===== src/rtl/capture_streamer.sv =====
`default_nettype none
// ============================================================================
// capture_streamer
// Triggered 8-probe logic capture into a word buffer, streamed out to uart_tx.
// Revision: 1.0
// ============================================================================
module capture_streamer #(
    parameter int DEPTH_LOG2       = 8,
    parameter int SAMPLE_PRESCALER = 50
) (
    input  logic        i_clk,
    input  logic        _rst,
    input  logic [7:0]  probes,
    input  logic        arm,
    input  logic        abort,
    input  logic [7:0]  trig_mask,
    input  logic [7:0]  trig_value,
    output logic [31:0] tx_data,
    output logic        tx_fetch,
    output logic        tx_transmit,
    input  logic        tx_busy,
    output logic        armed,
    output logic        capturing,
    output logic        done
);

    localparam int WORDS_LOG2 = DEPTH_LOG2 - 2;
    // A one-word buffer still gets a 1-bit pointer; the second entry is never addressed.
    localparam int WA         = (WORDS_LOG2 > 0) ? WORDS_LOG2 : 1;
    localparam int MEM_WORDS  = 1 << WA;
    localparam int PW         = (SAMPLE_PRESCALER > 1) ? $clog2(SAMPLE_PRESCALER) : 1;

    localparam logic [PW-1:0]         PRESC_LAST  = PW'(SAMPLE_PRESCALER - 1);
    localparam logic [DEPTH_LOG2-1:0] SAMPLE_LAST = '1;
    localparam logic [WA-1:0]         WORD_LAST   = WA'((1 << WORDS_LOG2) - 1);

    typedef enum logic [2:0] {
        S_IDLE      = 3'd0,
        S_ARMED     = 3'd1,
        S_CAPTURE   = 3'd2,
        S_READ      = 3'd3,
        S_FETCH     = 3'd4,
        S_START     = 3'd5,
        S_WAIT_BUSY = 3'd6,
        S_WAIT_IDLE = 3'd7
    } state_t;

    state_t                state_q, state_d;
    logic [PW-1:0]         presc_q, presc_d;
    logic [DEPTH_LOG2-1:0] samp_q, samp_d;
    logic [23:0]           pack_q, pack_d;
    logic [WA-1:0]         wptr_q, wptr_d;
    logic [31:0]           tx_data_q, tx_data_d;
    logic                  done_q, done_d;

    logic                  w_mem_we;
    logic [31:0]           w_mem_wdata;
    logic [WA-1:0]         w_waddr;
    logic                  w_trig_hit;
    logic                  w_sample_tick;

    logic [31:0]           mem [MEM_WORDS];

    generate
        if (DEPTH_LOG2 > 2) begin : g_waddr_multi
            assign w_waddr = samp_q[DEPTH_LOG2-1:2];
        end else begin : g_waddr_single
            assign w_waddr = '0;
        end
    endgenerate

    assign w_trig_hit    = ((probes ^ trig_value) & trig_mask) == 8'h00;
    assign w_sample_tick = (presc_q == '0);
    assign w_mem_wdata   = {probes, pack_q};

    always_comb begin
        state_d   = state_q;
        presc_d   = presc_q;
        samp_d    = samp_q;
        pack_d    = pack_q;
        wptr_d    = wptr_q;
        tx_data_d = tx_data_q;
        done_d    = 1'b0;
        w_mem_we  = 1'b0;

        case (state_q)
            S_IDLE: begin
                if (arm) begin
                    state_d = S_ARMED;
                    presc_d = '0;
                    samp_d  = '0;
                    pack_d  = '0;
                    wptr_d  = '0;
                end
            end
            S_ARMED: begin
                if (w_trig_hit) begin
                    state_d = S_CAPTURE;
                    presc_d = '0;
                end
            end
            S_CAPTURE: begin
                presc_d = (presc_q == PRESC_LAST) ? '0 : presc_q + 1'b1;
                if (w_sample_tick) begin
                    // The fourth sample of a word goes straight into the buffer with the three held bytes.
                    case (samp_q[1:0])
                        2'd0:    pack_d[7:0]   = probes;
                        2'd1:    pack_d[15:8]  = probes;
                        2'd2:    pack_d[23:16] = probes;
                        default: w_mem_we      = 1'b1;
                    endcase
                    if (samp_q == SAMPLE_LAST) begin
                        state_d = S_READ;
                        wptr_d  = '0;
                    end else begin
                        samp_d = samp_q + 1'b1;
                    end
                end
            end
            S_READ: begin
                tx_data_d = mem[wptr_q];
                state_d   = S_FETCH;
            end
            S_FETCH: begin
                state_d = S_START;
            end
            S_START: begin
                state_d = S_WAIT_BUSY;
            end
            S_WAIT_BUSY: begin
                if (tx_busy) begin
                    state_d = S_WAIT_IDLE;
                end
            end
            S_WAIT_IDLE: begin
                if (!tx_busy) begin
                    if (wptr_q == WORD_LAST) begin
                        done_d  = 1'b1;
                        state_d = S_IDLE;
                    end else begin
                        wptr_d  = wptr_q + 1'b1;
                        state_d = S_READ;
                    end
                end
            end
            default: begin
                state_d = S_IDLE;
            end
        endcase

        if (abort) begin
            state_d  = S_IDLE;
            done_d   = 1'b0;
            w_mem_we = 1'b0;
        end
    end

    always_ff @(posedge i_clk or negedge _rst) begin
        if (!_rst) begin
            state_q   <= S_IDLE;
            presc_q   <= '0;
            samp_q    <= '0;
            pack_q    <= '0;
            wptr_q    <= '0;
            tx_data_q <= '0;
            done_q    <= 1'b0;
        end else begin
            state_q   <= state_d;
            presc_q   <= presc_d;
            samp_q    <= samp_d;
            pack_q    <= pack_d;
            wptr_q    <= wptr_d;
            tx_data_q <= tx_data_d;
            done_q    <= done_d;
        end
    end

    // Buffer contents survive reset.
    always_ff @(posedge i_clk) begin
        if (w_mem_we) begin
            mem[w_waddr] <= w_mem_wdata;
        end
    end

    assign tx_data     = tx_data_q;
    assign tx_fetch    = (state_q == S_FETCH);
    assign tx_transmit = (state_q == S_START);
    assign armed       = (state_q == S_ARMED);
    assign capturing   = (state_q == S_CAPTURE);
    assign done        = done_q;

endmodule
`default_nettype wire


===== config.mk =====
export PLATFORM = sky130hd
export DESIGN_NAME = capture_streamer
export DESIGN_NICKNAME = d
export VERILOG_FILES = /design/src/rtl/capture_streamer.sv
export SDC_FILE = /design/constraint.sdc
export NUM_CORES = 2
export LEC_CHECK = 0
export BUFFER_PORTS_ARGS = -buffer_cell sky130_fd_sc_hd__buf_2
export CAP_MARGIN = 20
export CORE_MARGIN = 3
export CORE_UTILIZATION = 60
export CTS_CLUSTER_SIZE = 28
export DETAILED_ROUTE_END_ITERATION = 8
export HOLD_SLACK_MARGIN = 0.06
export PLACE_DENSITY = 0.76
export SYNTH_ARGS = -nofsm -noshare
export SYNTH_HDL_FRONTEND = slang
export SYNTH_SLANG_ARGS = --single-unit

===== constraint.sdc =====
create_clock -name i_clk -period 6.75 [get_ports i_clk]
set_clock_uncertainty 0.2 [all_clocks]
set_input_delay 0 -clock i_clk [delete_from_list [all_inputs] [get_ports i_clk]]
set_output_delay 0 -clock i_clk [all_outputs]
set_load 0.02 [all_outputs]

### After elaboration in Yosys (flattened, before gate mapping)

Memories as Yosys holds them, arrays and structs flattened. A register that Yosys moved wholly into a read port is not among the register bits.
Cells that the tools add are included.

| storage, ports and cells | value |
|---|---|
| register bits after elaboration | 48 |
| bits in writable memories | 2,048 |
| input port bits | 29 |
| output and inout port bits | 37 |
| word-level logic and storage cells | 96 |
| memories | 1 |

| operators by class | value |
|---|---|
| add/subtract/negate cells | 3 |
| equal/unequal tests | 28 |
| muxes and demuxes | 38 |
| bitwise logic cells | 2 |
| reductions and logical operators | 16 |

Memory list:

| name | words | width | read ports | clocked after memory_dff | wr ports | RTL line | source |
|---|---|---|---|---|---|---|---|
| mem | 64 | 32 | 1 | 1 | 1 | 62 | `logic [31:0] mem [MEM_WORDS];` |

Operators with widths:

| operator | number |
|---|---|
| 24-bit two-way mux | 2 |
| 8-bit two-way mux | 6 |
| 24-bit case mux with 2 select lines | 1 |
| 6-bit two-way mux | 7 |
| 6-bit case mux with 3 select lines | 2 |
| 3-bit case mux with 8 select lines | 1 |
| 3-bit two-way mux | 7 |
| 8-bit case mux with 2 select lines | 1 |
| 4-bit AND reduction | 4 |
| 6-bit by 1-bit adder with 6-bit output (second input constant) | 2 |
| 3-bit equality test (second input constant) | 4 |
| 6-bit equality test (second input constant) | 2 |
| 2-bit by 1-bit != test with 1-bit output (second input constant) | 6 |
| 6-bit AND reduction | 2 |
| 1-bit two-way mux | 10 |
| 3-bit by 2-bit != test with 1-bit output (second input constant) | 3 |
| 3-bit != test (second input constant) | 3 |
| 8-bit by 1-bit adder with 8-bit output (second input constant) | 1 |
| 8-bit bitwise AND | 1 |
| 8-bit equality test (second input constant) | 1 |
| 8-bit logical NOT | 1 |
| 2-bit != test (second input constant) | 4 |
| 8-bit XOR | 1 |
| 3-bit by 2-bit equality test with 1-bit output (second input constant) | 2 |
| 12 further kinds | 13 |

### Longest topological paths before layout

| logic depth | value |
|---|---|
| word-level depth | 8 |
| depth in mapped cells | 11 |

### Worst setup path after synthesis

Ideal clock, no wire load.

| path | value |
|---|---|
| kind | register -> register |
| start point | register state_q[2] |
| end point | memory mem[51][0] (enable) |
| library setup time | 0.421 ns |
| arrival | 3.054 ns |
| required time | 6.129 ns |
| setup slack | 3.075 ns |
| stages on the path, launching flop included | 9 |
| cells stage by stage | dfrtp_1 clkbuf_1 nor2_1 nand2_1 inv_1 nand4_1 nor2_1 nand3_1 nor2_1 |

| on the way | value |
|---|---|
| word-level cells in the longest chain between the ends | 5 |

Ends and longest elaborated chain:

| item | RTL line | source |
|---|---|---|
| from (decl) | 48 | `state_t state_q, state_d;` |
| from (signal assigned) | 168 | `state_q <= state_d;` |
| 3-bit by 2-bit equality test with 1-bit output | n/a |  |
| named net capturing | 23 | `output logic capturing,` |
| 1-bit two-way mux | 86 | `case (state_q)` |
| 1-bit two-way mux | 151 | `if (abort) begin` |
| 1-bit two-way mux | 180 | `if (w_mem_we) begin` |
| 1-bit two-way mux (not written as such) | 181 | `mem[w_waddr] <= w_mem_wdata;` |
| to (decl) | 62 |  |

The timed path passes the listed nets, and every way through them passes these cells.

### Worst setup path after layout

| path | value |
|---|---|
| start point | register state_q[0] |
| end point | memory mem[48][18] (enable) |

| on the way | value |
|---|---|
| word-level cells in the longest chain between the ends | 5 |

Ends and longest elaborated chain:

| item | RTL line |
|---|---|
| 3-bit by 2-bit equality test with 1-bit output | 86 |
| 1-bit two-way mux | 86 |
| 1-bit two-way mux | 151 |
| 1-bit two-way mux | 180 |
| 1-bit two-way mux (not written as such) | 181 |

Every way passes these cells.

==> flow_metrics.tcl <==
set metrics [dict create \
    cts_buffers 202 \
    crit_type "reg2reg" \
    worstHoldPathType "in2reg" \
    pwr-share-seq 0.547 \
    reg2reg_to "mem[48][18]" \
    max_freq_ghz 0.201 \
    cts-resized-gates 0 \
    maxCapViolations 0 \
    clkPwrFrac 0.391 \
    synth_seq_cells 2128 \
    setup-tns-final_ns 0 \
    leakage_nw 28.7 \
    async_flop_share 0.0376 \
    antenna_found_initial 17 \
    synth_fa_ha_area_frac 0.00122 \
    grt_max_degree 117 \
    wl_mm 209 \
    worstPathArrival_ns 5.19 \
    slew_headroom 0.171 \
    vias_per_cell 6.94 \
    syn_avg_cell_area_um2 22.5 \
    row_count 135 \
    die_w_um 376 \
    syn_nets 3691 \
    status "completed" \
    drt-met1-wl_mm 71.7 \
    core-area_mm2 0.136 \
    hold_path_end "samp_q[1]" \
    p_per_area_mw_per_mm2 316 \
    ys_warn_count 0 \
    min_from "arm" \
    wl_met3_mm 23.5 \
    final_nets 3891 \
    final_util 0.679 \
    crit_path_start_kind "register" \
    port_buffers 65 \
    ioPinCount 66 \
    track_usage 0.300 \
    grt_pass1_vias 39912 \
    die_area_mm2 0.141 \
    dp_hpwl_mm 121 \
    r2r_cells 7 \
    place.gp.congestion 1.07 \
    dpl.cell_count 5385 \
    rsz0062_at_grt "false" \
    required_ns 6.95 \
    combPwrFrac 0.062 \
    ir_drop_mv 0.299 \
    grt-ovfl-total 0 \
    drv_slew 0 \
    yosys.area_share.xor_xnor 0.00160 \
    worst_pin_slew_ns 1.24 \
    clk_latency_ns 0.82 \
    clock-sinks 2128 \
    cp_max_fo 32 \
    fin_cells 5811 \
    synthMuxAreaShare 0.167 \
    die_h_um 376 \
    cp-end-kind "register" \
    seq_area_frac_synth 0.774 \
    layout_min_cycle_time_ns 4.99 \
    synthFlopType "edfxtp_1" \
    synth_edf_count 2048 \
    dr.pass1.iters 9 \
    synth-simple-area-share 0.0168 \
    syn_area_mm2 0.0821 \
    reg2reg_slack_ns 1.76 \
    synth_compound_area_frac 0.0242 \
    finalCritPeriodShare 0.739 \
    clockRootBuffer "clkbuf_16" \
    ys_types 64 \
    via_count 40316 \
    drc 0 \
    ant_nets 0 \
    drive_above_1_share 0.275 \
    cts_tree "built" \
    route.detailed.wl_per_inst_um 36.0 \
    topRoutingLayerUsed "met5" \
    setup_violations 0 \
    netlist_instances 3654 \
    p_int_w 0.0224 \
    layout-area-overhead-vs-synth_pct 12.3 \
    r2r_start "state_q[0]" \
    hold_depth 6 \
    hold_violations 0 \
    htreeDepth 4 \
    drtIter0Drc 6137 \
    p_sw_w 0.00673 \
    wl_met2_mm 103 \
    synth_top_family_by_area "multiplexers" \
    swShare 0.231 \
    clk_pin_slew_ns 0.06 \
    grt_pass1_wl_mm 297 \
    cts_buffer_depth 3 \
    initial_utilization 0.605 \
]
worst max-delay path, stage by stage, from the launching register on:
cell and delay [ns]:
dfrtp_1 0.51, nor2_1 0.62, nand2_1 0.27, inv_1 0.17, nand4_1 0.25, nor2_1 0.63
nand3_1 0.79, nor2_4 1.12
state kept, by name, summed over array words and instances, names as in the netlist:
signal / flops
mem: 2048
pack_q: 24
done: 1
tx_data: 32
samp_q: 8
state_q: 3
wptr_q: 6
presc_q: 6
worst max path at each step:
stage	startpoint	to	slack, ns	cells after the start
3_5_place_dp	state_q[0]	mem[50][28]	1.82	7
6_report	state_q[0]	mem[48][18]	1.76	7
3_3_place_gp	state_q[0]	mem[49][6]	2.01	7
5_1_grt	state_q[0]	mem[48][27]	1.51	7
2_1_floorplan	state_q[2]	mem[51][0]	3.07	8
4_1_cts	state_q[0]	mem[48][26]	1.80	7
stage by stage:
stage	power [W]	setup slack [ns]	hold WS (ns)	area (um^2)
floorplan	0.0167	3.07	-0.496	82100
global placement	0.0178	2.01	-0.320	84600
detailed placement	0.0179	1.82	-0.314	84800
CTS	0.0291	1.80	0.0697	91600
global route	0.0298	1.51	0.161	92100
finish	0.0291	1.76	0.143	92100
power by group through the flow:
stage | clock, W | combinational [W] | sequential, W
final | 0.0114 | 0.00180 | 0.0159
after global routing | 0.0120 | 0.00190 | 0.0159
after CTS | 0.0115 | 0.00177 | 0.0159
after detailed placement | 0 | 0.00175 | 0.0162
after global placement | 0 | 0.00168 | 0.0161
after floorplan | 0 | 0.000490 | 0.0162
cells by family (layout without fill, tap and decap cells):
kind of cell,Yosys count,after routing
compound gates,277,277
xor+xnor,15,15
fa+ha+maj,8,8
buf+inv,210,575
flops,2128,2128
mux,721,721
other cells,0,11
simple gates,295,295
synthesized netlist by cell type, drive strengths merged (45+ instances only):
master  number  area share
dfrtp       80       0.024
mux4       512        0.14
a22oi       50      0.0046
o22ai       46      0.0035
edfxtp    2048        0.75
buf        124       0.011
mux2i      179       0.022
nor2       116      0.0053
nand2       75      0.0034
o21ai       61      0.0037
a21oi       45      0.0029
clkbuf      73      0.0034
metal layers:
| layer | vias to the layer above | GRT usage |
|---|---|---|
| met5 | - | 0.00103 |
| met1 | 21146 | 0.396 |
| met4 | 10 | 0.137 |
| li1 | 15861 | - |
| met3 | 562 | 0.0796 |
| met2 | 2737 | 0.476 |
layout by cell type, fill, tap and decap left out, types with 32 or more instances in the layout:
cell type and instances:
o21ai_0 40, clkbuf_1 47, buf_4 72, nand2_1 75, clkbuf_16 207, nor2_4 64
a22oi_1 50, nor2_1 51, mux4_2 492, edfxtp_1 2048, dfrtp_1 50, a21oi_1 42
clkinv_2 32, mux2i_1 179, o22ai_1 46, clkinv_1 37, buf_2 62
repair_timing:
action,CTS,global route
hold buffers,23,0
setup buffers,0,0
endpoints found under the hold margin,618,0
final cells by class:
| class | instances | area, um^2 |
|---|---|---|
| sequential | 2128 | 63600 |
| fill | 7913 | 43500 |
| multi-input combinational | 1316 | 17800 |
| clock buffer | 258 | 5410 |
| tap | 1781 | 2230 |
| timing repair buffer | 194 | 1870 |
| clock inverter | 111 | 1200 |
| inverter | 12 | 45.0 |
| antenna | 11 | 27.5 |
(Power assumes the default switching activity.)
